File: config.mk
export PLATFORM = sky130hd
export DESIGN_NAME = port_feeder
export DESIGN_NICKNAME = d
export VERILOG_FILES = /design/src/rtl/port_pkg.sv /design/src/rtl/port_fifo.sv /design/src/rtl/port_feeder.sv
export SDC_FILE = /design/constraint.sdc
export NUM_CORES = 1
export LEC_CHECK = 0
export CORE_MARGIN = 2
export CORE_UTILIZATION = 43
export DETAILED_ROUTE_END_ITERATION = 7
export PLACE_DENSITY_LB_ADDON = 0.12
export SETUP_SLACK_MARGIN = 0.1
export SLEW_MARGIN = 20
export SYNTH_ARGS = -nofsm -noshare
export SYNTH_HDL_FRONTEND = slang
export SYNTH_SLANG_ARGS = --single-unit
File: constraint.sdc
create_clock -name clk -period 5.1 [get_ports clk]
set_clock_uncertainty 0.15 [all_clocks]
set_input_delay 1.53 -clock clk [delete_from_list [all_inputs] [get_ports clk]]
set_output_delay 1.53 -clock clk [all_outputs]
set_load 0.05 [all_outputs]
File: src/rtl/port_pkg.sv
// Shared width and transmit FSM state encoding for the port feeder.
package port_pkg;
    localparam int PORT_W = 8;

    typedef enum logic [1:0] {
        ST_IDLE,
        ST_STROBE,
        ST_GAP
    } tx_state_e;
endpackage

File: src/rtl/port_fifo.sv
// Circular transmit buffer; pointers wrap modulo DEPTH, count tracks occupancy.
module port_fifo
    import port_pkg::*;
#(
    parameter int DEPTH = 8
) (
    input  logic                     clk,
    input  logic                     reset,
    input  logic                     push,
    input  logic [PORT_W-1:0]        wdata,
    input  logic                     pop,
    output logic [PORT_W-1:0]        rdata,
    output logic [$clog2(DEPTH):0]   count,
    output logic                     full,
    output logic                     empty
);
    localparam int AW = $clog2(DEPTH);
    localparam int CW = AW + 1;

    logic [PORT_W-1:0] mem_q [DEPTH];
    logic [AW-1:0]     wr_ptr_q, wr_ptr_d;
    logic [AW-1:0]     rd_ptr_q, rd_ptr_d;
    logic [CW-1:0]     count_q, count_d;
    logic              do_push, do_pop;

    assign full  = (count_q == CW'(DEPTH));
    assign empty = (count_q == '0);
    assign count = count_q;
    assign rdata = mem_q[rd_ptr_q];

    always_comb begin
        do_push  = push && !full;
        do_pop   = pop && !empty;
        wr_ptr_d = wr_ptr_q;
        rd_ptr_d = rd_ptr_q;
        count_d  = count_q;
        if (do_push) wr_ptr_d = wr_ptr_q + AW'(1);
        if (do_pop)  rd_ptr_d = rd_ptr_q + AW'(1);
        case ({do_push, do_pop})
            2'b10:   count_d = count_q + CW'(1);
            2'b01:   count_d = count_q - CW'(1);
            default: count_d = count_q;
        endcase
    end

    always_ff @(posedge clk or negedge reset) begin
        if (!reset) begin
            wr_ptr_q <= '0;
            rd_ptr_q <= '0;
            count_q  <= '0;
        end else begin
            wr_ptr_q <= wr_ptr_d;
            rd_ptr_q <= rd_ptr_d;
            count_q  <= count_d;
        end
    end

    // Storage needs no reset: occupancy alone decides what is valid.
    always_ff @(posedge clk) begin
        if (do_push) mem_q[wr_ptr_q] <= wdata;
    end
endmodule

File: src/rtl/port_feeder.sv
// Host-side driver for the computer's I/O port: buffered strobed writes out,
// change-captured port_out bytes back to the host.
module port_feeder
    import port_pkg::*;
#(
    parameter int DEPTH = 8,
    parameter int GAP   = 2
) (
    input  logic                   clk,
    input  logic                   reset,
    input  logic                   host_valid,
    input  logic [PORT_W-1:0]      host_data,
    output logic                   host_ready,
    output logic                   port_write,
    output logic [PORT_W-1:0]      port_in,
    input  logic [PORT_W-1:0]      port_out,
    output logic                   obs_valid,
    output logic [PORT_W-1:0]      obs_data,
    input  logic                   obs_ready,
    output logic                   overrun,
    output logic [$clog2(DEPTH):0] count
);
    localparam int GW = (GAP > 0) ? $clog2(GAP + 1) : 1;

    logic              fifo_full, fifo_empty, pop;
    logic [PORT_W-1:0] fifo_rdata;

    tx_state_e         state_q, state_d;
    logic [GW-1:0]     gap_cnt_q, gap_cnt_d;
    logic              port_write_q, port_write_d;
    logic [PORT_W-1:0] port_in_q, port_in_d;

    logic [PORT_W-1:0] prev_q;
    logic              obs_valid_q, obs_valid_d;
    logic [PORT_W-1:0] obs_data_q, obs_data_d;
    logic              overrun_q, overrun_d;

    assign host_ready = !fifo_full;

    port_fifo #(.DEPTH(DEPTH)) u_fifo (
        .clk   (clk),
        .reset (reset),
        .push  (host_valid && host_ready),
        .wdata (host_data),
        .pop   (pop),
        .rdata (fifo_rdata),
        .count (count),
        .full  (fifo_full),
        .empty (fifo_empty)
    );

    // The strobe is registered on the pop edge so port_in and port_write
    // move together and the strobe lasts exactly the STROBE cycle.
    always_comb begin
        state_d      = state_q;
        gap_cnt_d    = gap_cnt_q;
        port_write_d = 1'b0;
        port_in_d    = port_in_q;
        pop          = 1'b0;
        case (state_q)
            ST_IDLE: begin
                if (!fifo_empty) begin
                    pop          = 1'b1;
                    port_in_d    = fifo_rdata;
                    port_write_d = 1'b1;
                    state_d      = ST_STROBE;
                end
            end
            ST_STROBE: begin
                if (GAP > 0) begin
                    state_d   = ST_GAP;
                    gap_cnt_d = GW'(GAP - 1);
                end else begin
                    state_d = ST_IDLE;
                end
            end
            ST_GAP: begin
                if (gap_cnt_q == '0) state_d = ST_IDLE;
                else                 gap_cnt_d = gap_cnt_q - GW'(1);
            end
            default: state_d = ST_IDLE;
        endcase
    end

    // A fresh capture takes priority over the host's consume on the same edge.
    always_comb begin
        obs_valid_d = obs_valid_q;
        obs_data_d  = obs_data_q;
        overrun_d   = overrun_q;
        if (port_out != prev_q) begin
            if (!obs_valid_q || obs_ready) begin
                obs_valid_d = 1'b1;
                obs_data_d  = port_out;
            end else begin
                overrun_d = 1'b1;
            end
        end else if (obs_valid_q && obs_ready) begin
            obs_valid_d = 1'b0;
        end
    end

    always_ff @(posedge clk or negedge reset) begin
        if (!reset) begin
            state_q      <= ST_IDLE;
            gap_cnt_q    <= '0;
            port_write_q <= 1'b0;
            port_in_q    <= '0;
            prev_q       <= '0;
            obs_valid_q  <= 1'b0;
            obs_data_q   <= '0;
            overrun_q    <= 1'b0;
        end else begin
            state_q      <= state_d;
            gap_cnt_q    <= gap_cnt_d;
            port_write_q <= port_write_d;
            port_in_q    <= port_in_d;
            prev_q       <= port_out;
            obs_valid_q  <= obs_valid_d;
            obs_data_q   <= obs_data_d;
            overrun_q    <= overrun_d;
        end
    end

    assign port_write = port_write_q;
    assign port_in    = port_in_q;
    assign obs_valid  = obs_valid_q;
    assign obs_data   = obs_data_q;
    assign overrun    = overrun_q;
endmodule

==> impl_metrics.env, run 1 <==
export IMPL_setup_viol=0
export IMPL_crit_type="flop to output port"
export IMPL_reg2reg_from="u_fifo.count[2]$_DFFE_PN0P_"
export IMPL_fin_total_pwr_mw=2.724
export IMPL_grt_max_degree=42
export IMPL_antenna_found_initial=0
export IMPL_core_area_mm2=0.009328
export IMPL_dp_slack_ps=1424
export IMPL_min_to="overrun$_DFFE_PN0P_"
export IMPL_cts_resized=0
export IMPL_dpl_cell_count=405
export IMPL_r2r_end="u_fifo.count[2]$_DFFE_PN0P_"
export IMPL_synth_top_family_by_area="multiplexers"
export IMPL_root_buffer="clkbuf_8"
export IMPL_synth_fa_ha_area_frac=0.01795
export IMPL_synthMuxAreaShare=0.1412
export IMPL_drive_gt1_frac=0.1438
export IMPL_wl_um=7251
export IMPL_clock_latency_ps=370
export IMPL_drtAntennaViolNets=0
export IMPL_wire_per_inst_um=17.22
export IMPL_synth_xor_xnor_area_share=0.03350
export IMPL_drv_slew=0
export IMPL_grt_pass1_vias=2052
export IMPL_hold_depth=1
export IMPL_dieArea_mm2=0.01053
export IMPL_end_kind="output port"
export IMPL_clock_sinks=105
export IMPL_status="finished, final reports clean"
export IMPL_track_usage=0.1512
export IMPL_netlist_area_leader_share=0.4595
export IMPL_synth_area_mm2=0.004183
export IMPL_cts_tree="yes"
export IMPL_grt_pass1_wl_um=11260
export IMPL_cts_hold_buf=0
export IMPL_ys_seq_area_frac=0.7048
export IMPL_ff2ff_path_depth=10
export IMPL_cts_buffers=9
export IMPL_ios=44
export IMPL_design_area_mm2=0.004925
export IMPL_ys_ff_latch=105
export IMPL_antenna_cells=0
export IMPL_dpl_cell_area_mm2=0.004717
export IMPL_rsz0062_at_grt="no"
export IMPL_path_max_fanout=7
export IMPL_timing_hold_ws_ps=343.2
export IMPL_vias=2126
export IMPL_synthFlopType="edfxtp_1"
export IMPL_setup_tns_ps=0
export IMPL_dr_pass1_iters=5
export IMPL_cp_required_ps=3420
export IMPL_drt_iter0_drc=111
export IMPL_hold_viol_final=0
export IMPL_synth_area_per_cell_um2=17.57
export IMPL_post_cts_buffers=0
export IMPL_relSlewSlack=0.3419
export IMPL_p_per_area_mw_per_mm2=553.2
export IMPL_nets=313
export IMPL_period_needed_ps=3847
export IMPL_worstPathArrival_ps=2170
export IMPL_synthTopCellsByCount="edfxtp_1, dfrtp_1, nand2_1"
export IMPL_synth_edf_count=64
export IMPL_ys_types=38
export IMPL_final_cells=421
export IMPL_yosysTopAreaCell="edfxtp_1"
export IMPL_final_util=0.5280
export IMPL_fillers=797
export IMPL_setup_slack_ps=1253
export IMPL_ys_warn_count=0
export IMPL_syn_nets=264
export IMPL_start_kind="flop"
export IMPL_cap_violations=0
export IMPL_r2r_setup_slack_ps=1860
export IMPL_dp_hpwl_um=4510
export IMPL_cts_buffer_depth=2
export IMPL_area_growth_syn_to_layout_pct=17.74
export IMPL_rows=35
export IMPL_async_flop_share=0.3905
export IMPL_ir_drop_v=0.0002188
export IMPL_worst_pin_slew_ps=987.2
export IMPL_synthMostInstantiatedCell="edfxtp_1"
export IMPL_die_w_um=102.6
export IMPL_finalCritPeriodShare=0.7544
export IMPL_route_detailed_drc=0
export IMPL_gp_congestion=0.7617
export IMPL_initial_core_util=0.4484
export IMPL_overflow=0
export IMPL_leakage_nw=1.807
export IMPL_die_h_um=102.6
export IMPL_cts_clk_slew_worst_paths_ps=110
export IMPL_cts_htree_levels=3
export IMPL_io_buffers=43
export IMPL_synth_simple_area_share=0.05444
export IMPL_holdCritStartpoint="overrun$_DFFE_PN0P_"
export IMPL_fmax_mhz=259.9
export IMPL_hp_class="flop to flop"
export IMPL_netlist_top_cells_area="edfxtp_1, dfrtp_1, mux4_2"
export IMPL_vias_per_cell=5.050
export IMPL_synthesis_instances=238
export IMPL_synth_compound_area_frac=0.02752
-- flip-flops by register name (all words and copies together) (netlist names) --
signal and cells:
gap_cnt_q 2, obs_data 8, obs_valid 1, overrun 1
port_in 8, port_write 1, prev_q 8, state_q 2
u_fifo.count 4, u_fifo.mem_q 64, u_fifo.rd_ptr_q 3, u_fifo.wr_ptr_q 3
-- cells in the final DEF (no fill, tap or decap), types with 2 or more instances in the layout --
cell type and instances:
clkdlybuf4s50_1 42, nor3_1 2, inv_1 5, o21bai_1 2, nand3_1 2, edfxtp_1 64, buf_4 3, dfrtp_1 41
inv_8 2, nand4_1 2, mux2_2 10, mux4_1 7, xor2_1 3, o21ai_1 8, nand2b_1 5, clkinv_8 2
xnor2_1 13, a21oi_1 3, clkbuf_8 9, mux4_2 9, mux2i_1 8, nand2_1 16, inv_6 2, nor2_1 10
ha_1 6
-- kinds of logic (layout without fill, tap and decap cells) --
kind of cell	Yosys count	in the layout
buf+inv	12	66
mux	35	35
flops	105	105
xor+xnor	16	16
fa+ha+maj	6	6
compound gates	19	19
simple gates	45	45
-- layer usage --
metal,GRT usage,part of all wire
met1,0.1936,0.44
met2,0.2469,0.49
met3,0.04407,0.062
met4,0.05538,0.014
met5,0,0
-- area by class of cell --
type | instances | area [um2] | share of cell area
Clock buffer | 9 | 123.9 | 0.02515
Clock inverter | 7 | 81.33 | 0.01651
Inverter | 5 | 18.77 | 0.003811
Multi-Input combinational cell | 121 | 1149 | 0.2332
Sequential cell | 105 | 2948 | 0.5986
Tap cell | 129 | 161.4 | 0.03277
Timing Repair Buffer | 45 | 442.9 | 0.08994
-- where the power goes --
group | internal (mW) | leakage, nW | switching, mW
logic | 0.424 | 0.642 | 0.517
clock network | 0.197 | 0.104 | 0.314
registers | 1.09 | 1.06 | 0.185
total | 1.71 | 1.81 | 1.02
-- worst max-delay path: stages, from the launching register on --
cell and delay (ps):
dfrtp_1 470, or4b_4 610, clkdlybuf4s50_1 720
-- worst max-delay path by stage --
stage,slack [ps],end,startpoint
3_5_place_dp,1420,u_fifo.mem_q[6][5]$_DFFE_PP_,host_valid
5_1_grt,1180,host_ready,u_fifo.count[2]$_DFFE_PN0P_
4_1_cts,1220,host_ready,u_fifo.count[2]$_DFFE_PN0P_
3_3_place_gp,1470,u_fifo.mem_q[6][5]$_DFFE_PP_,host_valid
2_1_floorplan,2070,u_fifo.mem_q[0][0]$_DFFE_PP_,host_valid
6_report,1250,host_ready,u_fifo.count[2]$_DFFE_PN0P_
No activity file was read; power rests on OpenSTA's default activity.
==> run 2, diff against run 1 <==
==> constraint.sdc (replaced) <==
create_clock -name clk -period 3.3 [get_ports clk]
set_clock_uncertainty 0.15 [all_clocks]
set_input_delay 0.99 -clock clk [delete_from_list [all_inputs] [get_ports clk]]
set_output_delay 0.99 -clock clk [all_outputs]
set_load 0.05 [all_outputs]
==> impl_metrics.env, run 2 (synthesis results as in run 1) <==
export IMPL_status="finished, final reports clean"
export IMPL_leakage_nw=1.839
export IMPL_period_needed_ps=3027
export IMPL_dieArea_mm2=0.01053
export IMPL_pwr_share_clk=0.172
export IMPL_nets=323
export IMPL_final_cells=431
export IMPL_cts_clk_slew_worst_paths_ps=100
export IMPL_multi_input_area_mm2=0.001149
export IMPL_post_cts_buffers=0
export IMPL_hold_depth=1
export IMPL_dp_hpwl_um=4562
export IMPL_cts_htree_levels=3
export IMPL_p_sw_frac=0.3647
export IMPL_cts_resized=1
export IMPL_area_growth_syn_to_layout_pct=18.76
export IMPL_p_per_area_mw_per_mm2=842.1
export IMPL_hp_class="flop to flop"
export IMPL_dr_pass1_iters=4
export IMPL_drive_gt1_frac=0.1689
export IMPL_final_seq_area_mm2=0.002948
export IMPL_ios=44
export IMPL_r2r_setup_slack_ps=840
export IMPL_path_max_fanout=8
export IMPL_cts_buffers=9
export IMPL_vias_per_cell=4.961
export IMPL_start_kind="flop"
export IMPL_cp_startpoint="u_fifo.count[1]$_DFFE_PN0P_"
export IMPL_overflow=0
export IMPL_die_h_um=102.6
export IMPL_fmax_mhz=330.3
export IMPL_cap_violations=0
export IMPL_wire_per_inst_um=16.63
export IMPL_worst_pin_slew_ps=936.4
export IMPL_setup_viol=0
export IMPL_core_area_mm2=0.009328
export IMPL_drtAntennaViolNets=0
export IMPL_largest_reg_flops=64
export IMPL_min_to="overrun$_DFFE_PN0P_"
export IMPL_vias=2138
export IMPL_root_buffer="clkbuf_8"
export IMPL_pwr_share_comb=0.370
export IMPL_route_detailed_drc=0
export IMPL_relSlewSlack=0.3758
export IMPL_grt_pass1_wl_um=11340
export IMPL_initial_core_util=0.4484
export IMPL_drt_iter0_drc=115
export IMPL_setup_tns_ps=0
export IMPL_clock_latency_ps=350
export IMPL_ff2ff_path_depth=9
export IMPL_cts_tree="yes"
export IMPL_final_cell_mix="edfxtp_1, dfrtp_1, clkdlybuf4s50_1"
export IMPL_p_int_mw=2.657
export IMPL_setup_slack_ps=272.7
export IMPL_dpl_cell_count=415
export IMPL_dp_slack_ps=293.4
export IMPL_holdCritStartpoint="overrun$_DFFE_PN0P_"
export IMPL_reg2reg_from="u_fifo.count[1]$_DFFE_PN0P_"
export IMPL_finalCritPeriodShare=0.9174
export IMPL_crit_type="flop to output port"
export IMPL_cts_buffer_depth=2
export IMPL_grt_max_degree=42
export IMPL_fillers=800
export IMPL_grt_pass1_vias=2109
export IMPL_hold_viol_final=0
export IMPL_antenna_cells=0
export IMPL_gp_congestion=0.6894
export IMPL_clock_sinks=105
export IMPL_r2r_end="u_fifo.count[2]$_DFFE_PN0P_"
export IMPL_layout_commonest_cell="edfxtp_1"
export IMPL_worstPathArrival_ps=1890
export IMPL_wl_um=7167
export IMPL_drv_slew=0
export IMPL_top_register="u_fifo.mem_q"
export IMPL_track_usage=0.1480
export IMPL_antenna_found_initial=0
export IMPL_cp_required_ps=2160
export IMPL_ir_drop_v=0.0002807
export IMPL_io_buffers=43
export IMPL_cts_hold_buf=0
export IMPL_p_switching_mw=1.526
export IMPL_rows=35
export IMPL_p_seq_frac=0.458
export IMPL_die_w_um=102.6
export IMPL_rsz0062_at_grt="no"
export IMPL_end_kind="output port"
## run 2: worst max-delay path, stage by stage (launching register included)
cell,delay (ps)
dfrtp_1,490
or4b_4,600
dlygate4sd2_1,450
## run 2: worst max path at each step
stage / to / slack [ps] / cells after the start
finish: host_ready / 270 / 2
global route: host_ready / 180 / 2
CTS: host_ready / 240 / 2
detailed placement: u_fifo.count[2]$_DFFE_PN0P_ / 290 / 9
global placement: u_fifo.count[2]$_DFFE_PN0P_ / 330 / 9
floorplan: u_fifo.count[2]$_DFFE_PN0P_ / 560 / 9
## run 2: final cells by class
cell class,count,area share
clock buffer,10,0.02569
clock inverter,6,0.009824
inverter,5,0.003778
multi-input combinational,121,0.2312
sequential,105,0.5935
tap,129,0.03249
timing repair buffer,55,0.1035
## run 2: routing by layer
layer | wire, um | GRT usage
met1 | 3226 | 0.1930
met2 | 3616 | 0.2479
met3 | 260 | 0.03051
met4 | 64 | 0.05231
met5 | 0 | 0
## run 2: power groups by stage
stage	Sequential [mW]	Combinational [mW]	Clock (mW)
3_5_place_dp	1.95	1.58	0
5_1_grt	1.96	1.68	0.816
2_1_floorplan	2.15	0.926	0
6_report	1.91	1.55	0.720
3_3_place_gp	1.94	1.56	0
4_1_cts	1.92	1.58	0.748
## run 2: per-stage QoR
step / power (mW) / util / hold slack, ps / cell area [um2]
floorplan: 3.076 / - / 335.0 / 4183
global placement: 3.501 / 0.5137 / 318.2 / 4792
detailed placement: 3.528 / 0.5137 / 324.0 / 4792
CTS: 4.248 / 0.5325 / 347.4 / 4967
global route: 4.459 / 0.5325 / 385.4 / 4967
finish: 4.183 / 0.5325 / 335.0 / 4967
